--- src/rtl/unipolar_rz_pkg.sv ---
// Shared types and helpers for the unipolar return-to-zero (WS2812-style) line codec.
package unipolar_rz_pkg;

  typedef enum logic [1:0] {
    IDLE   = 2'd0,
    HIGH   = 2'd1,
    LOW    = 2'd2,
    RESYNC = 2'd3
  } state_t;

  // Converts a duration in seconds to a whole number of clock cycles (rounded).
  function automatic int time_to_count(real clock_rate, real t);
    return int'(clock_rate * t);
  endfunction

endpackage

--- src/rtl/unipolar_rz_sync.sv ---
// Two-flop synchronizer for an asynchronous single-wire input, plus rise/fall pulses
// taken from the synchronized level against one extra history register.
module unipolar_rz_sync (
  input  logic clock,
  input  logic reset,
  input  logic i_line,
  output logic o_level,
  output logic o_rise,
  output logic o_fall
);

  logic r_meta;
  logic r_sync;
  logic r_prev;

  always_ff @(posedge clock) begin
    if (reset) begin
      r_meta <= 1'b0;
      r_sync <= 1'b0;
      r_prev <= 1'b0;
    end else begin
      r_meta <= i_line;
      r_sync <= r_meta;
      r_prev <= r_sync;
    end
  end

  assign o_level = r_sync;
  assign o_rise  = r_sync & ~r_prev;
  assign o_fall  = ~r_sync & r_prev;

endmodule

--- src/rtl/unipolar_rz_decoder.sv ---
// Unipolar RZ receiver: classifies each high pulse by width, assembles MSB-first words,
// and flags the long-low latch gap. Define UNIPOLAR_RZ_DECODER_FORWARD_EN for chain forwarding.
module unipolar_rz_decoder #(
  parameter int  DATA_WIDTH     = 24,
  parameter real CLOCK_RATE     = 100e6,
  parameter real PERIOD_TIME    = 1.2e-6,
  parameter real ZERO_HIGH_TIME = 0.3e-6,
  parameter real ONE_HIGH_TIME  = 0.8e-6,
  parameter real RESET_TIME     = 90e-6
) (
  input  logic                  clock,
  input  logic                  reset,
  input  logic                  line,
  output logic [DATA_WIDTH-1:0] data,
  output logic                  valid,
  output logic                  frame_end,
  output logic                  error,
  output logic                  line_out
);
  import unipolar_rz_pkg::*;

  localparam int PERIOD_COUNT    = time_to_count(CLOCK_RATE, PERIOD_TIME);
  localparam int ZERO_HIGH_COUNT = time_to_count(CLOCK_RATE, ZERO_HIGH_TIME);
  localparam int ONE_HIGH_COUNT  = time_to_count(CLOCK_RATE, ONE_HIGH_TIME);
  localparam int THRESHOLD       = (ZERO_HIGH_COUNT + ONE_HIGH_COUNT) / 2;
  localparam int RESET_COUNT     = time_to_count(CLOCK_RATE, RESET_TIME);
  localparam int CNT_W           = $clog2(RESET_COUNT + 1);
  localparam int IDX_W           = $clog2(DATA_WIDTH + 1);

  localparam logic [CNT_W-1:0] CNT_ONE    = CNT_W'(1);
  localparam logic [CNT_W-1:0] CNT_PERIOD = CNT_W'(PERIOD_COUNT);
  localparam logic [CNT_W-1:0] CNT_THRESH = CNT_W'(THRESHOLD);
  localparam logic [CNT_W-1:0] CNT_RESET  = CNT_W'(RESET_COUNT);
  localparam logic [IDX_W-1:0] IDX_FULL   = IDX_W'(DATA_WIDTH);

  logic w_level;
  logic w_rise;
  logic w_fall;

  unipolar_rz_sync u_sync (
    .clock   (clock),
    .reset   (reset),
    .i_line  (line),
    .o_level (w_level),
    .o_rise  (w_rise),
    .o_fall  (w_fall)
  );

  state_t                r_state;
  logic [CNT_W-1:0]      r_cnt;
  logic [DATA_WIDTH-1:0] r_shift;
  logic [IDX_W-1:0]      r_idx;
  logic [DATA_WIDTH-1:0] r_data;
  logic                  r_valid;
  logic                  r_frame_end;
  logic                  r_error;

  state_t                w_state_nxt;
  logic [CNT_W-1:0]      w_cnt_nxt;
  logic [DATA_WIDTH-1:0] w_shift_nxt;
  logic [IDX_W-1:0]      w_idx_nxt;
  logic [DATA_WIDTH-1:0] w_data_nxt;
  logic                  w_valid_nxt;
  logic                  w_frame_end_nxt;
  logic                  w_error_nxt;
  logic [CNT_W-1:0]      w_cnt_inc;
  logic                  w_bit;

`ifdef UNIPOLAR_RZ_DECODER_FORWARD_EN
  logic r_fwd;
  logic w_fwd_nxt;
`endif

  // The counter saturates at the reset count so an arbitrarily long idle never wraps.
  assign w_cnt_inc = (r_cnt >= CNT_RESET) ? r_cnt : r_cnt + 1'b1;
  assign w_bit     = (r_cnt >= CNT_THRESH);

  always_ff @(posedge clock) begin
    if (reset) begin
      r_state     <= IDLE;
      r_cnt       <= '0;
      r_shift     <= '0;
      r_idx       <= '0;
      r_data      <= '0;
      r_valid     <= 1'b0;
      r_frame_end <= 1'b0;
      r_error     <= 1'b0;
    end else begin
      r_state     <= w_state_nxt;
      r_cnt       <= w_cnt_nxt;
      r_shift     <= w_shift_nxt;
      r_idx       <= w_idx_nxt;
      r_data      <= w_data_nxt;
      r_valid     <= w_valid_nxt;
      r_frame_end <= w_frame_end_nxt;
      r_error     <= w_error_nxt;
    end
  end

`ifdef UNIPOLAR_RZ_DECODER_FORWARD_EN
  always_ff @(posedge clock) begin
    if (reset) r_fwd <= 1'b0;
    else       r_fwd <= w_fwd_nxt;
  end
`endif

  always_comb begin
    w_state_nxt     = r_state;
    w_cnt_nxt       = r_cnt;
    w_shift_nxt     = r_shift;
    w_idx_nxt       = r_idx;
    w_data_nxt      = r_data;
    w_valid_nxt     = 1'b0;
    w_frame_end_nxt = 1'b0;
    w_error_nxt     = 1'b0;
`ifdef UNIPOLAR_RZ_DECODER_FORWARD_EN
    w_fwd_nxt       = r_fwd;
`endif

    // A full word is published one cycle after its last bit was shifted in; the FSM is
    // then in LOW (or just re-entering HIGH), so this never collides with a shift.
    if (r_idx == IDX_FULL) begin
      w_idx_nxt = '0;
`ifdef UNIPOLAR_RZ_DECODER_FORWARD_EN
      if (!r_fwd) begin
        w_data_nxt  = r_shift;
        w_valid_nxt = 1'b1;
      end
      w_fwd_nxt = 1'b1;
`else
      w_data_nxt  = r_shift;
      w_valid_nxt = 1'b1;
`endif
    end

    case (r_state)
      IDLE: begin
        if (w_rise) begin
          w_state_nxt = HIGH;
          w_cnt_nxt   = CNT_ONE;
        end
      end
      HIGH: begin
        if (r_cnt >= CNT_PERIOD) begin
          w_error_nxt = 1'b1;
          w_shift_nxt = '0;
          w_idx_nxt   = '0;
          w_cnt_nxt   = '0;
          w_state_nxt = RESYNC;
        end else if (w_fall) begin
          w_shift_nxt = {r_shift[DATA_WIDTH-2:0], w_bit};
          w_idx_nxt   = r_idx + 1'b1;
          w_cnt_nxt   = CNT_ONE;
          w_state_nxt = LOW;
        end else begin
          w_cnt_nxt = w_cnt_inc;
        end
      end
      LOW: begin
        if (w_rise) begin
          w_state_nxt = HIGH;
          w_cnt_nxt   = CNT_ONE;
        end else if (r_cnt >= CNT_RESET) begin
          w_frame_end_nxt = 1'b1;
          w_state_nxt     = IDLE;
          if (r_idx != '0) begin
            w_error_nxt = 1'b1;
            w_shift_nxt = '0;
            w_idx_nxt   = '0;
          end
        end else begin
          w_cnt_nxt = w_cnt_inc;
        end
      end
      RESYNC: begin
        if (w_level) begin
          w_cnt_nxt = '0;
        end else if (r_cnt >= CNT_RESET) begin
          w_state_nxt = IDLE;
        end else begin
          w_cnt_nxt = w_cnt_inc;
        end
      end
      default: begin
        w_state_nxt = IDLE;
        w_cnt_nxt   = '0;
      end
    endcase

`ifdef UNIPOLAR_RZ_DECODER_FORWARD_EN
    if (w_frame_end_nxt || w_error_nxt) w_fwd_nxt = 1'b0;
`endif
  end

  assign data      = r_data;
  assign valid     = r_valid;
  assign frame_end = r_frame_end;
  assign error     = r_error;

`ifdef UNIPOLAR_RZ_DECODER_FORWARD_EN
  assign line_out = r_fwd & w_level;
`else
  assign line_out = 1'b0;
`endif

endmodule

--- config.mk ---
export PLATFORM = sky130hd
export DESIGN_NAME = unipolar_rz_decoder
export DESIGN_NICKNAME = d
export VERILOG_FILES = /design/src/rtl/unipolar_rz_pkg.sv /design/src/rtl/unipolar_rz_sync.sv /design/src/rtl/unipolar_rz_decoder.sv
export SDC_FILE = /design/constraint.sdc
export NUM_CORES = 1
export LEC_CHECK = 0
export ABC_AREA = 1
export CAP_MARGIN = 20
export CORE_MARGIN = 10
export CORE_UTILIZATION = 64
export CTS_BUF_LIST = sky130_fd_sc_hd__clkbuf_8
export CTS_CLUSTER_SIZE = 25
export DETAILED_ROUTE_END_ITERATION = 6
export MAX_ROUTING_LAYER = met4
export PLACE_DENSITY = 0.87
export SLEW_MARGIN = 20
export SYNTH_ARGS = -nofsm -noshare
export SYNTH_HDL_FRONTEND = slang
export SYNTH_SLANG_ARGS = --single-unit
export TNS_END_PERCENT = 1
--- constraint.sdc ---
create_clock -name clock -period 3.1 [get_ports clock]
set_input_delay 0.465 -clock clock [delete_from_list [all_inputs] [get_ports clock]]
set_output_delay 0.465 -clock clock [all_outputs]
set_load 0.01 [all_outputs]
### Word-level counts from Yosys, hierarchy flattened

Index checks and enable logic that the tools add are counted.

* bits in registers: 75
* bits of input ports: 3
* output and inout port bits: 28
* logic and storage cells: 72

* add/sub/neg operators: 2
* $lt $le $gt $ge: 3
* equal/unequal tests: 10
* muxes and demuxes: 35
* bitwise logic cells: 5
* reduce and logical (&&, ||, !) cells: 6

Operators by type and width (count)
* $mux W24: 5
* $mux W14: 7
* $pmux W14 S4: 1
* $pmux W24 S2: 1
* $mux W5: 6
* $add A14 B1 Y14 const B: 1
* $ge A14 B14 Y1 const B: 1
* $ge A14 B6 Y1 const B: 1
* $ge A14 B7 Y1 const B: 1
* $mux W2: 6
* $pmux W5 S2: 1
* $ne A2 B2 Y1 const B: 4
* $pmux W2 S4: 1
* $mux W1: 6
* $add A5 B1 Y5 const B: 1
* $eq A5 B5 Y1 const B: 1
* $reduce_and A5 Y1: 1
* $reduce_bool A5 Y1: 1
* $eq A2 B2 Y1 const B: 2
* $ne A3 B2 Y1 const B: 1
* $not A1 Y1: 3
* $reduce_and A3 Y1: 1
* $reduce_or A3 Y1: 1
* $and A1 B1 Y1: 2
* other kinds (5): 5

### Longest topological paths before layout

* depth in word-level cells: 6
* mapped depth: 10
* mapped depth without buffers: 10

### Modules after synthesis

A second synthesis with hierarchy kept.

* cells, all modules: 558
* area, all modules: 3721.1 µm²

Modules (own cells, without submodules)
* unipolar_rz_decoder: instances 1, cells an instance 546, area each 3627.2 µm², seq. area each 1441.4 µm²
* unipolar_rz_sync: instances 1, cells an instance 12, area each 93.8 µm², seq. area each 60.1 µm²

### Worst setup path after synthesis

No wires, ideal clock.

* kind: register to register
* start: reg r_state[0]
* end: reg r_shift[10]
* setup time: 115 ps
* arrival time: 1394 ps
* required time: 2985 ps
* setup slack: 1591 ps
* cell stages (with the launch flop): 10
* buffers on the path: 3
* period minus slack after synthesis: 1509 ps
* path through: dfxtp_1 > inv_1 > ha_1 > buf_2 > o21ai_2 > inv_2 > buf_6 > buf_6 > a21oi_1 > nor2_1

* longest elaborated chain between the ends: 3
* elaborated cells on any way between the ends: 9
* those cells by class: eq/ne (6); mux (1); reduce/logical (2)

RTL lines
* from (decl): line unipolar_rz_decoder.sv:49 `state_t r_state;`
* from (signal assigned): line unipolar_rz_decoder.sv:89 `r_state <= w_state_nxt;`
* $eq A2 B1 Y1 / $eq A2 B2 Y1 (equally long branches): line unipolar_rz_decoder.sv:136 `case (r_state)`
* $ne A3 B2 Y1 (no line), or another cell as far along
* $reduce_and A5 Y1 (no line)
* to (signal assigned): line unipolar_rz_decoder.sv:91 `r_shift <= w_shift_nxt;`
* to (decl): line unipolar_rz_decoder.sv:51 `logic [DATA_WIDTH-1:0] r_shift;`

Parallel ways exist; a longest one is shown, timed or not.
A chain may end at the register's enable or synchronous reset.

### Final worst setup path

* start: reg r_idx[0]
* end: reg r_shift[21]

* longest elaborated chain between the ends: 3

RTL lines
* from (decl): line unipolar_rz_decoder.sv:52 `logic [IDX_W-1:0] r_idx;`
* from (signal assigned): line unipolar_rz_decoder.sv:92 `r_idx <= w_idx_nxt;`
* $reduce_bool A5 Y1: line unipolar_rz_decoder.sv:166 `if (r_idx != '0) begin`
* $ne A2 B2 Y1 (no line)
* $reduce_and A5 Y1 (no line)

No other way between the ends.

==> flow_summary_export.csv <==
group,metric,value,unit
placement,placement.io_buffers,29,
logic_synthesis,synth-seq-cells,75,
logic_synthesis,yosysWarnings,0,
placement,place_hpwl,5148,um
sta,max-slew-margin-rel,32.27,%
worst_setup_path,cp_data_arrival_time,2.43,ns
global_route,number_of_global_route_vias_before_repair,3157,
logic_synthesis,asyncSetResetFlopFracSynth,0,%
sta,transition_time_of_the_tightest_slew_check_pin,1.012,ns
final_layout,layout-drive-gt1-share,9.568,%
logic_synthesis,syn-cell-area,3645,um^2
sta,grt_setup_unrepaired,"no",
logic_synthesis,post_synth_main_area_contributors,"dfxtp_1, nor2_1, nand2_1",
logic_synthesis,synth.distinct_cells,33,
clocking,number_of_buffers_inserted_during_clock_tree_synthesis,9,
global_route,grt_pass1_wl,13590,um
worst_setup_path,endpoint_kind,"register",
sta,hold_violations,0,
run_status,status,"finished, final reports clean",
logic_synthesis,ys_dominant_reg_cell,"dfxtp_1",
worst_setup_path,critPathRequiredTime,3.34,ns
final_layout,finalCoreUtilization,73.82,%
global_route,groute.usage.overall,18.74,%
logic_synthesis,synth.yosys.seq_area_share,41.19,%
job,timing.max_cap.violations,0,
drt,first_pass_iters,7,
clocking,numClockSinks,75,
clocking,clk_latency_worst_skew_pair,0.35,ns
sta,final_max_slew_viol_count,0,
floorplanning,design.portCount,31,
clocking,clock_tree_from_tritoncts,"built",
placement,place_congestion,0.9723,
final_layout,antennaDiodeCount,0,
clocking,post_cts.repair.setup_buffers,0,
pwr,powerDensity,755.9,nW/um^2
final_layout,finalNetCount,541,
drt,wl,7978,um
pwr,total_leakage_power,1.738,nW
clocking,cts_resized,0,
sta,timing.clock.skew,0.007145,ns
sta,fmaxAchievable,457.0,MHz
clocking,clock_tree.buffer_depth,2,
final_layout,area_growth,11.53,%
drt,num_vias,3379,
global_route,largest_net_degree_at_the_start_of_global_routing,54,
clocking,htree_num_levels,3,
worst_setup_path,crit_path_max_fanout,49,
logic_synthesis,syn_area_per_cell,7.119,um^2
floorplanning,floorplan.initialDensity,66.19,%
worst_setup_path,worst-setup-path-type,"reg -> reg",
logic_synthesis,synth_edf_count,0,
pwr,peakVddDrop,428.2,uV
sta,fin_crit,2.188,ns
drt,drcViolationCount,0,
final_layout,num-fill-cells,415,
drt,number_of_design_rule_violations_left_by_the_first_detailed_router_iteration,245,
floorplanning,core,5507,um^2
worst_setup_path,worst_setup_path_start_kind,"register",
floorplanning,site_row_count,27,
drt,final_antenna_net_count,0,
clocking,clock_tree.root_cell,"clkbuf_8",
floorplanning,die_width,95.47,um
global_route,grt.overflow.total,0,
drt,via_per_inst,5.585,
global_route,grt_antenna_before_repair,0,
clocking,path_clk_slew,0.07,ns
worst_setup_path,setup.reg_to_reg.worst_slack,0.91,ns
logic_synthesis,synth.top_cells.by_count,"nor2_1, nand2_1, dfxtp_1",
final_layout,multiInputGateArea,1833,um^2
clocking,holdBufCountCts,0,
hold_path,hp-class,"reg -> reg",
logic_synthesis,syn-num-nets,524,
sta,setup-tns-final,0,ns
drt,wire_per_inst,13.19,um
floorplanning,die_h,95.47,um
sta,finalCritPeriodShare,70.59,%
logic_synthesis,synth_cells,512,
floorplanning,fp.dieArea,9114,um^2
logic_synthesis,most_instantiated_library_cell_after_synthesis,"nor2_1",
logic_synthesis,synth_top_area_share,41.19,%
sta,setup_viol,0,
logic_synthesis,post-synth-top-area-cell,"dfxtp_1",
final_layout,register_area,1501,um^2
## cell families (layout without fill, tap and decap cells)
| kind of cell | Yosys count | count (layout) | share of synthesized area, % |
|---|---|---|---|
| AO/OA/AOI/OAI | 88 | 88 | 14.04 |
| XOR/XNOR | 9 | 9 | 2.163 |
| adder cells (fa/ha/maj) | 9 | 9 | 3.090 |
| buffers and inverters | 65 | 86 | 8.514 |
| flip-flops | 75 | 75 | 41.19 |
| other | 1 | 1 | 0.1029 |
| AND/OR/NAND/NOR | 265 | 265 | 30.90 |
## cell usage in the layout, fill, tap and decap left out, types with 4 or more instances in the layout
cell type,instances
inv_2,5
nor2_2,4
inv_1,33
nand4_1,7
nand2_2,6
a21oi_1,27
nand3_1,40
dfxtp_1,75
xor2_1,8
ha_1,9
o21ai_0,39
nor2_1,107
a21oi_2,13
clkdlybuf4s50_1,29
nand2_1,93
clkbuf_8,9
## cell type report
| cell class | instances | share of cell area (%) |
|---|---|---|
| clock inverters | 6 | 1.416 |
| multi-input cells | 372 | 45.09 |
| flip-flops and latches | 75 | 36.93 |
| well taps | 72 | 2.216 |
| inverters | 39 | 3.601 |
| repair buffers | 32 | 7.695 |
| clock buffers | 9 | 3.047 |
## state kept, by name (all words and copies together) (netlist names), 2 cells and up
name and cells:
data 24, r_idx 5, r_shift 24, r_state 2
r_cnt 14
## metrics by stage
step                area, um^2  worst slack (ns)  power, W  hold WS, ns  std cells
floorplan                 3645             1.591  0.002238       0.3883        512
global placement          3884             1.098  0.002292       0.3909        590
detailed placement        3884            0.9927  0.002355       0.4126        590
CTS                       4065            0.9553  0.003073       0.4232        605
global route              4065            0.7426  0.003302       0.4293        605
finish                    4065            0.9116  0.003073       0.4216        605
## worst max-delay path, stage by stage, from the launching register on
cell	delay, ns
dfxtp_1	0.38
inv_1	0.07
ha_1	0.21
nand4_1	0.12
nand4_2	0.14
nand2_2	0.77
nand3_1	0.19
nand2_1	0.12
nor2_1	0.05
## per-layer routing
layer	global-route usage [%]	routed length, um	vias up
li1	-	-	1679
met1	21.43	3589	1555
met2	29.89	3716	123
met3	5.185	516	22
met4	8.722	156	0
met5	-	0	-
## power breakdown
group	internal (W)	total (W)	leakage [nW]	switching [W]
Sequential	0.00115	0.00132	0.608	0.000169
Combinational	0.000376	0.00104	1.03	0.000665
Clock	0.000363	0.000712	0.100	0.000349
## path summary, 6_finish.rpt
kind                 start        endpoint  cells after the start
max               r_idx[0]     r_shift[21]                      8
min          u_sync.r_meta  u_sync.o_level                      2
max reg2reg       r_idx[0]     r_shift[21]                      8
min reg2reg  u_sync.r_meta  u_sync.o_level                      2
No activity file was read; power rests on OpenSTA's default activity.
